**src/rtl/freq_count_ctrl.sv**
```systemverilog
// freq_count_ctrl: gate/measurement controller for the two-digit frequency counter.
// Counts rising edges of an async input over a fixed gate window, converts the
// count to BCD by repeated subtraction, then strobes load for one cycle.
//
// Parameters
//   UPDATE_PERIOD  gate window length in clk cycles (16 .. 2^20)
// Ports
//   clk         in   system clock, all logic on posedge
//   reset       in   synchronous, active-high reset
//   signal      in   asynchronous input whose rising edges are counted
//   gate        out  high while counting (edges accepted)
//   ten_count   out  BCD tens digit, registered
//   unit_count  out  BCD units digit, registered
//   load        out  one-cycle strobe, digits are new and valid
//   overflow    out  only when FREQ_CTRL_OVF_EN is defined
// Configuration
//   FREQ_CTRL_OVF_EN  defined: edge count saturates at 99 and the overflow port
//                     reports a rise seen at 99 during the window.
//                     undefined: edge count wraps 99 -> 0 (display = edges mod 100).
module freq_count_ctrl #(
    parameter int UPDATE_PERIOD = 1200
) (
    input  logic       clk,
    input  logic       reset,
    input  logic       signal,
    output logic       gate,
    output logic [3:0] ten_count,
    output logic [3:0] unit_count,
    output logic       load
`ifdef FREQ_CTRL_OVF_EN
    ,
    output logic       overflow
`endif
);

    localparam int WW = (UPDATE_PERIOD > 1) ? $clog2(UPDATE_PERIOD) : 1;
    localparam logic [WW-1:0] WIN_LAST = WW'(UPDATE_PERIOD - 1);

    typedef enum logic [1:0] {
        S_COUNT,
        S_CONVERT,
        S_LOAD
    } state_t;

    state_t state;
    state_t state_next;

    logic [WW-1:0] window_cnt;
    logic [6:0]    edge_cnt;
    logic [6:0]    edge_next;
    logic [6:0]    work;
    logic [3:0]    tens;
    logic          sync1;
    logic          sync2;
    logic          prev;
    logic          rise;
    logic          win_last;
    logic          edge_at_max;
    logic          work_ge10;

    assign rise        = sync2 & ~prev;
    assign win_last    = (window_cnt == WIN_LAST);
    assign edge_at_max = (edge_cnt == 7'd99);
    assign work_ge10   = (work >= 7'd10);

    // Count including a rise detected this cycle, so the last window cycle's
    // rise reaches the conversion.
    always_comb begin
        edge_next = edge_cnt;
        if (rise) begin
            if (edge_at_max) begin
`ifdef FREQ_CTRL_OVF_EN
                edge_next = 7'd99;
`else
                edge_next = 7'd0;
`endif
            end else begin
                edge_next = edge_cnt + 7'd1;
            end
        end
    end

    // State register
    always_ff @(posedge clk) begin
        if (reset) begin
            state <= S_COUNT;
        end else begin
            state <= state_next;
        end
    end

    // Next-state logic
    always_comb begin
        state_next = state;
        unique case (state)
            S_COUNT:   if (win_last) state_next = S_CONVERT;
            S_CONVERT: if (!work_ge10) state_next = S_LOAD;
            S_LOAD:    state_next = S_COUNT;
            default:   state_next = S_COUNT;
        endcase
    end

    // Outputs decoded from state
    always_comb begin
        gate = (state == S_COUNT);
        load = (state == S_LOAD);
    end

    // Two-flop synchroniser plus a history flop for rise detection
    always_ff @(posedge clk) begin
        if (reset) begin
            sync1 <= 1'b0;
            sync2 <= 1'b0;
            prev  <= 1'b0;
        end else begin
            sync1 <= signal;
            sync2 <= sync1;
            prev  <= sync2;
        end
    end

    // Window, edge counting and BCD conversion datapath
    always_ff @(posedge clk) begin
        if (reset) begin
            window_cnt <= '0;
            edge_cnt   <= 7'd0;
            work       <= 7'd0;
            tens       <= 4'd0;
            ten_count  <= 4'd0;
            unit_count <= 4'd0;
        end else begin
            unique case (state)
                S_COUNT: begin
                    edge_cnt <= edge_next;
                    if (win_last) begin
                        work <= edge_next;
                        tens <= 4'd0;
                    end else begin
                        window_cnt <= window_cnt + WW'(1);
                    end
                end
                S_CONVERT: begin
                    if (work_ge10) begin
                        work <= work - 7'd10;
                        tens <= tens + 4'd1;
                    end else begin
                        ten_count  <= tens;
                        unit_count <= work[3:0];
                    end
                end
                S_LOAD: begin
                    edge_cnt   <= 7'd0;
                    window_cnt <= '0;
                end
                default: begin
                    edge_cnt   <= 7'd0;
                    window_cnt <= '0;
                end
            endcase
        end
    end

`ifdef FREQ_CTRL_OVF_EN
    logic ovf_seen;
    logic ovf_work;

    // ovf_work snapshots the window's flag (including a last-cycle rise) so the
    // flag itself can be cleared independently of the conversion.
    always_ff @(posedge clk) begin
        if (reset) begin
            ovf_seen <= 1'b0;
            ovf_work <= 1'b0;
            overflow <= 1'b0;
        end else begin
            unique case (state)
                S_COUNT: begin
                    if (rise && edge_at_max) ovf_seen <= 1'b1;
                    if (win_last) ovf_work <= ovf_seen | (rise & edge_at_max);
                end
                S_CONVERT: begin
                    if (!work_ge10) overflow <= ovf_work;
                end
                S_LOAD:  ovf_seen <= 1'b0;
                default: ovf_seen <= 1'b0;
            endcase
        end
    end
`endif

endmodule

```
**config.mk**
```make
export PLATFORM = sky130hd
export DESIGN_NAME = freq_count_ctrl
export DESIGN_NICKNAME = d
export VERILOG_FILES = /design/src/rtl/freq_count_ctrl.sv
export SDC_FILE = /design/constraint.sdc
export NUM_CORES = 1
export LEC_CHECK = 0
export CAP_MARGIN = 10
export CORE_UTILIZATION = 52
export CTS_BUF_LIST = sky130_fd_sc_hd__clkbuf_16
export CTS_CLUSTER_DIAMETER = 60
export CTS_CLUSTER_SIZE = 16
export DETAILED_ROUTE_END_ITERATION = 8
export GPL_ROUTABILITY_DRIVEN = 1
export GPL_TIMING_DRIVEN = 0
export PLACE_DENSITY_LB_ADDON = 0.3
export REMOVE_ABC_BUFFERS = 1
export SYNTH_ARGS = -nofsm -noshare
export SYNTH_HDL_FRONTEND = slang
export SYNTH_SLANG_ARGS = --single-unit
```
**constraint.sdc**
```tcl
create_clock -name clk -period 1.7 [get_ports clk]
set_input_delay 0.255 -clock clk [delete_from_list [all_inputs] [get_ports clk]]
set_output_delay 0.255 -clock clk [all_outputs]
set_load 0.01 [all_outputs]
```
==> summary.md <==
| Metric | Value |
|---|---|
| Status | complete, but fails checks |
| Violated checks | setup timing |
| Crit path launch type | flop |
| Core region area | 0.00369 mm² |
| Clock-pin slew on the worst setup and hold paths | 60 ps |
| Port Buffer Count | 12 |
| Initial Util | 54.4% |
| Logic pwr share | 2.7% |
| DRT Wirelength | 4190 µm |
| N_diodes | 0 |
| Layout Utilization | 68.9% |
| Post-synthesis register bit count | 42 |
| Max Slew Vio Count | 0 |
| Endpoint class of the critical path | flop |
| Syn avg cell area | 9.05 µm² |
| Num CTS Buffers | 5 |
| Final hold violations | 0 |
| H-tree depth | 2 |
| Area grow syn2layout | 26.5% |
| Cell-internal power | 1.53 mW |
| First-pass GRT wire length | 6690 µm |
| Synth cell types | 46 |
| Worst-path maximum fanout | 7 |
| Vias in the first global route | 1454 |
| Io pins | 13 |
| Pin count of the biggest net entering global routing | 24 |
| Clock Power Share | 45.1% |
| Clk buf depth | 2 |
| Die height | 64.1 µm |
| Asr flop ratio synth | 0% |
| Synthesized instance count | 222 |
| CTS tree | built |
| Fmax | 0.569 GHz |
| WP data arrival | 1930 ps |
| MaxCap Viol Count | 0 |
| RSZ-0062 raised after global routing | yes |
| Reg2reg path depth | 6 |
| Setup Skew | 5.19 ps |
| TNS Setup | -188 ps |
| Final nets | 252 |
| # DRC | 0 |
| EDFF count, synth | 0 |
| Seq/Total Area, Yosys | 41.9% |
| Fraction of layout cells with a size suffix above 1 | 23.3% |
| Period utilization | 103% |
| Post-detail-place hpwl | 2480 µm |
| Iteration-0 DRC count of the detailed router | 103 |
| Full die area | 0.00411 mm² |
| Kind of critical path | reg2reg |
| First-pass detailed-route iteration total | 4 |
| GRT Util Overall | 21.4% |
| Final setup margin | -58.2 ps |
| GRT overflow | 0 |
| Clock latency on the worst-skew pair | 280 ps |
| Yosys warns | 0 |
| Min Tclk post-route | 1760 ps |
| Mapped Area | 0.00201 mm² |
| Total power | 1.92 mW |
| Critical path cell sequence | or2_4 > o41a_1 > buf_12 > nor2_8 > nor2_4 > a32o_1 |
| Worst hold slack | 445 ps |
| # setup viols final | 4 |
| Crit Reg-Reg Startpoint | work[5] |
| Crit path max-delay cell type | o41a_1 |
| Die W | 64.1 µm |
| Root Buffer | clkbuf_16 |
| Vias after detailed routing | 1634 |
| Worst slack, placed | -599 ps |
| Slew Limit Headroom | 35.9% |
| Sequential share of power | 52.2% |
| Gpl congestion | 0.831 |
| Worst EP required | 1870 ps |
| Clock sink total | 42 |
| CP Launch Point | work[5] |
| Initial antenna violation count | 0 |
| Num rows | 22 |
| Avg Vias per Cell | 5.58 |
| Sw frac | 19.9% |
| Tightest Pin Transition | 961 ps |
| Net Sw Power | 0.382 mW |
| Hold crit path type | reg2reg |
| Max incr delay on CP | 460 ps |
| Hold Crit Depth | 1 |
| Maximum VDD drop | 0.675 mV |
| ANT nets after route | 0 |
| Hold_sp | sync1 |
| LEAKAGE | 0.983 nW |
| WL per Instance | 14.3 µm |
| Synth Flop Type | dfxtp_1 |
| Pwr per Cell Area | 755 mW/mm² |
Yosys cell counts, drive strengths merged, types with 3 or more instances:
cell type / n / area [µm²]
dfxtp: 42 / 841
nor2: 38 / 161
mux2i: 12 / 120
nand2: 11 / 41.3
xor2: 11 / 96.3
a21oi: 9 / 48.8
nor2b: 8 / 50.1
o21ai: 8 / 40.0
clkbuf: 7 / 26.3
nor3: 7 / 40.0
xnor2: 7 / 61.3
buf: 6 / 36.3
and3: 5 / 31.3
ha: 4 / 50.1
nand3: 4 / 20.0
nand4: 4 / 25.0
inv: 3 / 11.3
o2111ai: 3 / 26.3
o22ai: 3 / 18.8
or3: 3 / 18.8
worst max-delay path: cells and delay by family, from the launching register on:
kind / cells / cell delay [ps]
DFF: 1 / 330
buffers and inverters: 1 / 170
and+or+nand+nor: 3 / 450
AOI/OAI and AO/OA: 2 / 690
layout make-up:
type | instances | area [µm²]
fillers | 282 | 1150
clock buffers | 5 | 125
inverters | 3 | 11.3
well taps | 48 | 60.1
flip-flops and latches | 42 | 860
repair buffers | 28 | 251
clock inverters | 2 | 7.51
multi-input cells | 165 | 1220
per-stage QoR:
step / instances / area (µm²)
6_report: 293 / 2540
5_1_grt: 293 / 2540
4_1_cts: 288 / 2430
3_5_place_dp: 269 / 2130
3_3_place_gp: 269 / 2130
2_1_floorplan: 209 / 1950
kinds of logic (layout without fill, tap and decap cells):
kind of cell | Yosys count | in the layout | synth area share (%)
xor+xnor | 18 | 18 | 7.85
buf+inv | 16 | 38 | 3.68
flops | 42 | 42 | 41.9
fa+ha+maj | 4 | 4 | 2.49
mux | 12 | 12 | 5.98
simple gates | 96 | 97 | 26.0
compound gates | 34 | 34 | 12.1
final timing paths:
| path | slack [ps] | endpoint |
|---|---|---|
| setup / recovery | -60 | work[6] |
| hold / removal | 450 | sync2 |
| setup reg to reg | -60 | work[6] |
| hold reg to reg | 450 | sync2 |
registers in the layout, summed over array words and instances (netlist names):
register / cells
ten_count: 4
work: 7
state: 2
prev: 1
edge_cnt: 7
sync2: 1
unit_count: 4
window_cnt: 11
tens: 4
sync1: 1
layout by cell type (no fill, tap or decap), drive strengths merged, types with 7 or more instances in the layout:
cell / Yosys / layout
a21oi: 9 / 9
buf: 6 / 16
clkdlybuf4s50: 0 / 11
dfxtp: 42 / 42
mux2i: 12 / 12
nand2: 11 / 11
nor2: 38 / 39
nor2b: 8 / 8
nor3: 7 / 7
o21ai: 8 / 8
xnor2: 7 / 7
xor2: 11 / 11
power by group through the flow:
stage	clock, mW	sequential, mW	combinational [mW]
after global routing	0.925	1.00	0.0600
after CTS	0.882	1.00	0.0505
after global placement	0	1.03	0.0466
after detailed placement	0	1.03	0.0474
final	0.864	1.00	0.0515
after floorplan	0	1.03	0.0282
what timing repair did:
item | in CTS | in global routing
buffers inserted | 11 | 5
resized for setup | 26 | 19
pin swaps | 10 | 8
hold buffers | 0 | 0
setup endpoints to repair | 41 | 26
gates cloned | 1 | 0
layer usage:
metal	vias up	track usage [%]	share of wire, %
met1	774	26.8	45
met4	0	9.72	1.7
met3	7	5.00	2.5
met2	25	35.0	51
li1	828	-	-
met5	-	0	0
(Power assumes the default switching activity.)
